--- config.mk ---
export PLATFORM = sky130hd
export DESIGN_NAME = iob2axi_wr
export DESIGN_NICKNAME = d
export VERILOG_FILES = /design/src/rtl/iob2axi_wr.sv
export SDC_FILE = /design/constraint.sdc
export NUM_CORES = 1
export LEC_CHECK = 0
export CAP_MARGIN = 20
export CORE_MARGIN = 4
export CORE_UTILIZATION = 34
export DETAILED_ROUTE_END_ITERATION = 8
export PLACE_DENSITY = 0.8
export SYNTH_ARGS = -nofsm -noshare
export SYNTH_HDL_FRONTEND = slang
export SYNTH_SLANG_ARGS = --single-unit
--- constraint.sdc ---
create_clock -name clk -period 2.48 [get_ports clk]
set_clock_uncertainty 0.15 [all_clocks]
set_input_delay 0.496 -clock clk [delete_from_list [all_inputs] [get_ports clk]]
set_output_delay 0.496 -clock clk [all_outputs]
set_load 0.01 [all_outputs]
--- src/rtl/iob2axi_wr.sv ---
// Native-slave write stream to AXI4-Full INCR write burst bridge.
// One burst per accepted run command; status reports completion and bresp error.
module iob2axi_wr #(
  parameter int ADDR_W     = 32,
  parameter int DATA_W     = 32,
  parameter int AXI_ADDR_W = ADDR_W,
  parameter int AXI_DATA_W = DATA_W,
  parameter int AXI_ID_W   = 1
) (
  input  logic                    clk,
  input  logic                    rst,

  input  logic                    run,
  input  logic [AXI_ADDR_W-1:0]   addr,
  input  logic [7:0]              length,
  output logic                    ready,
  output logic                    error,

  input  logic                    s_valid,
  input  logic [ADDR_W-1:0]       s_addr,
  input  logic [DATA_W-1:0]       s_wdata,
  input  logic [DATA_W/8-1:0]     s_wstrb,
  output logic                    s_ready,

  output logic [AXI_ID_W-1:0]     m_axi_awid,
  output logic [AXI_ADDR_W-1:0]   m_axi_awaddr,
  output logic [7:0]              m_axi_awlen,
  output logic [2:0]              m_axi_awsize,
  output logic [1:0]              m_axi_awburst,
  output logic                    m_axi_awlock,
  output logic [3:0]              m_axi_awcache,
  output logic [2:0]              m_axi_awprot,
  output logic [3:0]              m_axi_awqos,
  output logic                    m_axi_awvalid,
  input  logic                    m_axi_awready,
  output logic [AXI_DATA_W-1:0]   m_axi_wdata,
  output logic [AXI_DATA_W/8-1:0] m_axi_wstrb,
  output logic                    m_axi_wlast,
  output logic                    m_axi_wvalid,
  input  logic                    m_axi_wready,
  input  logic [AXI_ID_W-1:0]     m_axi_bid,
  input  logic [1:0]              m_axi_bresp,
  input  logic                    m_axi_bvalid,
  output logic                    m_axi_bready
);

  localparam logic [2:0] AW_SIZE = 3'($clog2(DATA_W/8));

  typedef enum logic [1:0] {IDLE, ADDR, WRITE, RESP} state_t;

  state_t                  state_q, state_d;
  logic [7:0]              cnt_q, cnt_d;
  logic [7:0]              len_q, len_d;
  logic [AXI_ADDR_W-1:0]   addr_q, addr_d;
  logic                    ready_q, ready_d;
  logic                    error_q, error_d;
  logic                    beat_last;
  logic                    w_hs;

  // s_addr and bid carry nothing this bridge needs
  logic unused_ok;
  assign unused_ok = ^{s_addr, m_axi_bid};

  assign beat_last = (cnt_q == len_q);
  assign w_hs      = (state_q == WRITE) && s_valid && m_axi_wready;

  always_comb begin
    state_d       = state_q;
    cnt_d         = cnt_q;
    len_d         = len_q;
    addr_d        = addr_q;
    ready_d       = ready_q;
    error_d       = error_q;
    m_axi_awvalid = 1'b0;
    m_axi_wvalid  = 1'b0;
    m_axi_wlast   = 1'b0;
    m_axi_bready  = 1'b0;
    s_ready       = 1'b0;

    case (state_q)
      IDLE: begin
        if (run && ready_q) begin
          addr_d  = addr;
          len_d   = length;
          cnt_d   = '0;
          error_d = 1'b0;
          ready_d = 1'b0;
          state_d = ADDR;
        end
      end

      ADDR: begin
        m_axi_awvalid = 1'b1;
        if (m_axi_awready) begin
          state_d = WRITE;
        end
      end

      WRITE: begin
        m_axi_wvalid = s_valid;
        m_axi_wlast  = beat_last;
        s_ready      = s_valid && m_axi_wready;
        // counter parks on the final beat so a 256-beat burst never wraps
        if (w_hs) begin
          if (beat_last) begin
            state_d = RESP;
          end else begin
            cnt_d = cnt_q + 8'd1;
          end
        end
      end

      RESP: begin
        m_axi_bready = 1'b1;
        if (m_axi_bvalid) begin
          error_d = |m_axi_bresp;
          ready_d = 1'b1;
          state_d = IDLE;
        end
      end

      default: state_d = IDLE;
    endcase
  end

  always_ff @(posedge clk or posedge rst) begin
    if (rst) begin
      state_q <= IDLE;
      cnt_q   <= '0;
      len_q   <= '0;
      addr_q  <= '0;
      ready_q <= 1'b1;
      error_q <= 1'b0;
    end else begin
      state_q <= state_d;
      cnt_q   <= cnt_d;
      len_q   <= len_d;
      addr_q  <= addr_d;
      ready_q <= ready_d;
      error_q <= error_d;
    end
  end

  assign ready         = ready_q;
  assign error         = error_q;

  assign m_axi_awid    = '0;
  assign m_axi_awaddr  = addr_q;
  assign m_axi_awlen   = len_q;
  assign m_axi_awsize  = AW_SIZE;
  assign m_axi_awburst = 2'b01;
  assign m_axi_awlock  = 1'b0;
  assign m_axi_awcache = 4'd2;
  assign m_axi_awprot  = 3'd2;
  assign m_axi_awqos   = 4'd0;

  assign m_axi_wdata   = s_wdata;
  assign m_axi_wstrb   = s_wstrb;

endmodule

## Word level (Yosys, flattened, before mapping)

Index checks and enable logic that the tools add are counted.

| storage, ports and cells | value |
|---|---|
| flip-flop bits (word level) | 52 |
| latch bits | 0 |
| bits in writable memories | 0 |
| bits in read-only memories | 0 |
| input bits | 118 |
| logic and storage cells | 49 |
| memories | 0 |

| cells by class | value |
|---|---|
| add/sub/neg operators | 1 |
| multiply operators | 0 |
| divide/modulo/power cells | 0 |
| magnitude comparators | 0 |
| equal/unequal tests | 10 |
| shift operators | 0 |
| muxes and demuxes | 20 |
| bitwise logic cells | 0 |
| reduce and logical (&&, ||, !) cells | 12 |

Operator list:

| cell | number |
|---|---|
| $mux W8 | 3 |
| $pmux W8 S2 | 1 |
| $ne A2 B2 Y1 const B | 6 |
| $mux W2 | 5 |
| $add A8 B1 Y8 const B | 1 |
| $eq A8 B8 Y1 | 1 |
| $mux W1 | 8 |
| $pmux W2 S4 | 1 |
| $reduce_and A5 Y1 | 1 |
| $eq A2 B2 Y1 const B | 2 |
| $logic_and A1 B1 Y1 | 4 |
| $pmux W1 S2 | 2 |
| $reduce_and A4 Y1 | 1 |
| $reduce_bool A2 Y1 | 2 |
| $reduce_and A3 Y1 | 1 |
| $eq A2 B1 Y1 const B | 1 |
| $logic_not A2 Y1 | 1 |
| $reduce_and A2 Y1 | 1 |
| $reduce_or A2 Y1 | 1 |

## Logic depth before layout (Yosys ltp)

Gate-level depths: netlist of run 1.

| depth | value |
|---|---|
| word-level depth | 5 |
| depth in mapped cells | 9 |
| mapped depth without buffers | 7 |

## Worst setup path after synthesis of run 1

Ideal clock, no wire load.

| path | value |
|---|---|
| kind | reg-to-reg |
| from | register state_q[0] |
| to | register cnt_q[4] |
| arrival | 1637 ps |
| setup slack | 556 ps |
| cell stages (with the launch flop) | 9 |
| path buffers | 2 |
| period minus slack after synthesis | 1924 ps |
| path through | dfrtp_1 -> inv_1 -> ha_1 -> buf_2 -> nor2_1 -> a211o_1 -> buf_2 -> o41ai_1 -> o31ai_1 |

| on the way | value |
|---|---|
| longest elaborated chain between the ends | 5 |
| elaborated cells on any way between the ends | 10 |

Ends and longest elaborated chain:

| what | line | source |
|---|---|---|
| start: declaration | 51 | `state_t state_q, state_d;` |
| start signal: assignment | 135 | `state_q <= state_d;` |
| $eq A2 B2 Y1 | 65, 80 |  |
| $logic_and A1 B1 Y1 (2 in a row) | 65 | `assign w_hs = (state_q == WRITE) && s_valid && m_axi_wready;` |
| $ne A2 B2 Y1 (no source line) | - |  |
| $reduce_and A4 Y1 (no source line) | - |  |
| end signal: assignment | 136 | `cnt_q <= cnt_d;` |
| end: declaration | 52 | `logic [7:0] cnt_q, cnt_d;` |

Parallel ways exist; a longest one is shown, timed or not.
A chain may end at the register's enable or synchronous reset.

## Worst setup path in the final report of run 1

| path | value |
|---|---|
| from | register state_q[0] |
| to | output port s_ready |

| on the way | value |
|---|---|
| longest elaborated chain between the ends | 2 |

Ends and longest elaborated chain:

| what | line | source |
|---|---|---|
| $eq A2 B2 Y1 | 80 | `case (state_q)` |
| $mux W1 | 80 |  |
| end: declaration | 23 | `output logic s_ready,` |

No other way between the ends.

==> flow_metrics.env, run 1 <==
export IMPL_grt_usage_pct=12.88
export IMPL_avgSynthCellArea_um2=11.60
export IMPL_viasPerCell=4.693
export IMPL_clock_latency_ps=310
export IMPL_die_w_um=98.69
export IMPL_drive_gt1_share_pct=22.62
export IMPL_clock_power_share_pct=35.8
export IMPL_hold_class="input pin to asynchronous set/reset pin"
export IMPL_syn_inst=241
export IMPL_static_leakage_power_nw=1.692
export IMPL_drc=0
export IMPL_dpl_hpwl_mm=4.692
export IMPL_synthXorXnorAreaFrac_pct=2.774
export IMPL_top_layer="met4"
export IMPL_drt_first_iter_violations=132
export IMPL_synth_area_leader_cell="dfrtp_1"
export IMPL_ys_seq_area_share_pct=46.58
export IMPL_cellPowerDensity_nw_per_um2=407.7
export IMPL_fmax_ghz=0.4147
export IMPL_ys_flop_type="dfrtp_1"
export IMPL_dr_wl_met3_um=752
export IMPL_syn2layout_area_growth_pct=30.56
export IMPL_final_cells=407
export IMPL_path_buf_inv=2
export IMPL_setup_viol=0
export IMPL_yosys_warnings=0
export IMPL_synthTopCellsByArea="dfrtp_1 (46%), mux2_2 (17%), buf_4 (14%)"
export IMPL_antenna_found_initial=0
export IMPL_synth_area_um2=2796
export IMPL_clockBufferDepth=2
export IMPL_seqCellArea_um2=1304
export IMPL_dieHeight_um=98.69
export IMPL_synthAdderAreaFrac_pct=2.685
export IMPL_gp_congestion=0.8749
export IMPL_grt_pass1_wl_mm=10.11
export IMPL_synth_async_reset_ratio_pct=100.0
export IMPL_p_comb_share_pct=7.3
export IMPL_htreeDepth=2
export IMPL_cts_root_buf="clkbuf_8"
export IMPL_multi_input_area_um2=1075
export IMPL_cts_sinks=52
export IMPL_outcome="complete, no violations"
export IMPL_synthDistinctLibCells=43
export IMPL_p_switching_w=0.0003439
export IMPL_cp_cell_sequence="inv_1, ha_2, and3_1, clkdlybuf4s50_1"
export IMPL_grt_max_degree=36
export IMPL_port_buffers=95
export IMPL_path_clk_slew_ps=100
export IMPL_required_ps=1830
export IMPL_fillCellCount=732
export IMPL_yosys_area_share_simple_pct=6.219
export IMPL_dieArea_um2=9740
export IMPL_cts_tree="yes"
export IMPL_coreArea_um2=7848
export IMPL_crit_arrival_ps=1770
export IMPL_synth_compound_area_share_pct=6.801
export IMPL_slew_violations=0
export IMPL_hold_viol=0
export IMPL_wirelength_mm=6.085
export IMPL_numCtsBuffers=5
export IMPL_muxShareOfSynthArea_pct=17.27
export IMPL_synth_top_family_by_area="buffers and inverters"
export IMPL_rsz0062_at_grt="false"
export IMPL_intPower_w=0.001145
export IMPL_period_minus_slack_ps=2411
export IMPL_critPathKind="flop to output pin"
export IMPL_wl_met2_mm=3.031
export IMPL_path_delay_family="buffers and inverters"
export IMPL_fin_tns_setup_ps=0
export IMPL_grt_overflow_total=0
export IMPL_pin_count=219
export IMPL_wl_met1_mm=2.181
export IMPL_p_sw_share_pct=23.10
export IMPL_start_util_pct=35.63
export IMPL_grt_pass1_vias=2043
export IMPL_peakVddDrop_v=0.0002140
export IMPL_pwr_share_seq_pct=56.9
export IMPL_endpoint_kind="output pin"
export IMPL_cp_start_kind="flop"
export IMPL_dr_total_vias=1910
export IMPL_drtPass1Iterations=4
export IMPL_max_stage_delay_ps=530
export IMPL_cap_violations=0
export IMPL_num_rows=32
export IMPL_final_util_pct=46.52
export IMPL_synth_edf_count=0
export IMPL_num_antenna_cells=0
export IMPL_ant_nets=0
export IMPL_period_share_pct=97.23
export IMPL_crit_fanout=5
export IMPL_ys_seq_elements=52
export IMPL_place_inst=399
export IMPL_synth_top_area_share_pct=45.64
export IMPL_slowest_stage="clkdlybuf4s50_1"
export IMPL_wl_per_cell_um=14.95
export IMPL_nets=428
registers in the layout, indices dropped and copies added (netlist names):
name          cells
state_q           2
error             1
ready             1
m_axi_awaddr     32
m_axi_awlen       8
cnt_q             8
stage by stage:
stage / area (um^2) / hold WS, ps / total power, W / setup WS (ps)
2_1_floorplan: 2856 / 335.9 / 0.0009707 / 556.2
3_3_place_gp: 3556 / 336.4 / 0.0009719 / 156.7
3_5_place_dp: 3556 / 343.2 / 0.0009747 / 116.0
4_1_cts: 3652 / 290.9 / 0.001508 / 12.90
5_1_grt: 3651 / 314.8 / 0.001554 / 11.52
6_report: 3651 / 281.9 / 0.001489 / 68.65
cells in the final DEF (no fill, tap or decap), types with 2 or more instances in the layout:
master	Yosys	routed
clkdlybuf4s50_1	0	94
dfrtp_1	51	50
mux2_2	42	42
conb_1	2	18
nand2_1	8	8
xnor2_1	7	7
inv_1	8	7
buf_4	54	7
nor2_1	6	6
clkbuf_8	0	6
o211ai_1	5	5
ha_1	6	5
o21ai_0	4	4
nand4_1	3	3
a21oi_1	3	3
and3_2	3	3
and2_1	2	2
a21o_1	2	2
and3_1	2	2
nor3_1	2	2
kinds of logic after synthesis:
family,after synthesis
AOI/OAI and AO/OA,26
adders and majority gates,6
muxes,43
and+or+nand+nor,33
other,2
buffers and inverters,71
xor gates and xnor gates,8
DFF,52
final cells by class:
class,instances,share of cell area [%]
clock buffers,6,2.262
clock inverters,2,0.3770
inverters,8,0.8225
multi-input cells,134,29.44
flip-flops and latches,52,35.71
well taps,102,3.496
repair buffers,103,27.90
power groups by stage:
stage	logic, W	clock network [W]	registers [W]
floorplan	0.000107	0	0.000864
global placement	0.000108	0	0.000864
detailed placement	0.000111	0	0.000864
CTS	0.000111	0.000549	0.000847
global route	0.000120	0.000586	0.000848
finish	0.000108	0.000533	0.000847
Yosys cell counts, drive strengths merged (3+ instances only):
cell	instances
nand2	8
a21oi	4
mux2	42
dfrtp	51
inv	8
o211ai	5
and3	5
nand4	3
o21ai	4
ha	6
buf	62
nor2	6
xnor2	8
metal layers:
metal	global-route usage [%]	vias to the layer above
li1	-	873
met1	13.82	905
met2	22.00	108
met3	6.157	24
met4	4.832	0
met5	0	-
what timing repair did:
action                     4_1_cts  5_1_grt
pin swaps                        0        1
buffers inserted                 0        0
setup endpoints to repair        1        3
resized for setup                2        3
hold buffers                     0        0
path summary, 6_finish.rpt:
path / startpoint / endpoint / slack [ps] / depth (start not counted)
hold / removal: rst / m_axi_awaddr[3] / 280 / 2
setup reg to reg: state_q[0] / cnt_q[5] / 200 / 8
max in group asynchronous: rst / m_axi_awaddr[25] / 1300 / 3
hold reg to reg: m_axi_awaddr[25] / m_axi_awaddr[25] / 360 / 1
setup / recovery: state_q[0] / s_ready / 70 / 4
min in group clk: m_axi_awaddr[25] / m_axi_awaddr[25] / 360 / 1
No activity file was read; power rests on OpenSTA's default activity.
==> run 2, diff against run 1 <==
- SLEW_MARGIN: not set -> 20
==> results of run 2 <==
No change in the layout: final DEF, timing and power equal those of run 1.
==> edit, RTL diff (flow settings as in run 2) <==
Put one more register stage on the output `error`, without a reset. The value now appears one clock later. The other outputs are not delayed to match.
--- a/src/rtl/iob2axi_wr.sv
+++ b/src/rtl/iob2axi_wr.sv
@@ -142,7 +142,9 @@
   end
 
   assign ready         = ready_q;
-  assign error         = error_q;
+  always_ff @(posedge clk) begin
+    error <= error_q;
+  end
 
   assign m_axi_awid    = '0;
   assign m_axi_awaddr  = addr_q;
Formal check against the unedited RTL: not equivalent (Yosys sat finds a counterexample within 10 cycles, from zero or initial values and one cycle with rst high).
==> edit against run 2 <==
  * Register-to-register slack improved by 0.11 ns
  * Cell area up 1.2%
  * Fmax grew 3.5%
  * Total power shrank 2.6%
  * Synthesized cell count rose by 0.41%
  * Area after synthesis grew 0.72%
  * Sequential cell count increased by 1
  * Utilization rose by 0.32 points
  * Worst setup slack improved by 0.082 ns
  * Routed wire length about the same
  * Critical endpoint unchanged
==> edit: results (changes against run 2) <==
[critical_path]
rrSetupSlack_ns = 0.31  ; +0.11 ns
rr_worst_depth = 7  ; -1
cp_max_fo = 8  ; +3
r2r-start = state_q[1]
crit_arrival_ns = 1.68  ; -0.09 ns

[power_and_ir_drop]
vdd_drop_max_mv = 0.3554  ; +66%
leakage_nw = 1.707  ; +0.92%

[detailed_routing]
wl_met1_mm = 2.309  ; +5.9%
wl_met3_um = 736  ; -2.1%
detail_route.wl_per_cell_um = 14.80  ; -1.0%
viasPerCell = 4.676  ; -0.35%
dr.first_iter.drc_count = 50  ; -62%

[synthesis]
syn_inst = 242  ; +0.41%
synth_cell_types = 44  ; +2.3%
synth_compound_area_share_pct = 6.753  ; -0.048 points
ys_seq_area_share_pct = 46.96  ; +0.38 points
yosys-top-cells-area = dfrtp_1 (45%), mux2_2 (17%), buf_4 (14%), ha_1 (2.7%), xnor2_1 (2.2%)
muxShareOfSynthArea_pct = 17.15  ; -0.12 points
ys_async_sr_fraction_pct = 98.11  ; -1.9 points
synth_fa_ha_area_share_pct = 2.665  ; -0.019 points
synth_xor_area_share_pct = 2.754  ; -0.020 points

[placement]
post_dp_cell_area_um2 = 3576  ; +0.56%
io_buffers = 95  ; unchanged
post-dp-hpwl_mm = 4.638  ; -1.2%
pre_cts_ws_ns = 0.09561  ; -0.02038 ns
place_congestion = 0.8763  ; +0.16%
dp.cells = 400  ; +0.25%

[clock_tree]
cts_max_path_buffers = 2  ; unchanged
postCtsResizedCells = 3  ; +1

[global_routing]
grt.met2_usage_pct = 21.38  ; -0.61 points
grt_max_degree = 41  ; +14%
grt_usage_pct = 12.64  ; -0.24 points
met3_usage_pct = 5.732  ; -0.42 points
grt_pass1_vias = 2042  ; -0.049%
grt_pass1_wl_mm = 10.02  ; -0.89%

[layout]
nFillCells = 713  ; -2.6%
drive_gt1_share_pct = 23.62  ; +1.0 points
ff_latch_area_um2 = 1325  ; +1.6%

[run_status]
status = finished clean

[timing]
holdWs_ns = 0.2242  ; -0.05764 ns

[min_path]
min_path_type = reg -> reg

==> edit: final cells by class <==
cell class	instances	share of cell area, %
clock inverters	2	0.3725
multi-input cells	134	29.36
inverters	8	0.8127
clock buffers	6	1.964
well taps	102	3.454
repair buffers	106	28.17
flip-flops and latches	53	35.86
==> edit: report_power, final <==
group          total, mW  internal, mW  switching, mW
sequential         0.863         0.863              0
clock              0.476         0.202          0.275
combinational      0.110        0.0693         0.0412
total               1.45          1.13          0.316
==> edit: worst max path at each step <==
stage | start | end | slack (ns) | depth (start not counted)
final | state_q[0] | s_ready | 0.15 | 4
after global routing | cnt_q[6] | m_axi_wlast | 0.04 | 5
after CTS | state_q[0] | s_ready | 0.02 | 4
after detailed placement | cnt_q[5] | m_axi_wlast | 0.1 | 5
after global placement | m_axi_awlen[6] | m_axi_wlast | 0.14 | 5
after floorplan | state_q[0] | cnt_q[4] | 0.56 | 8
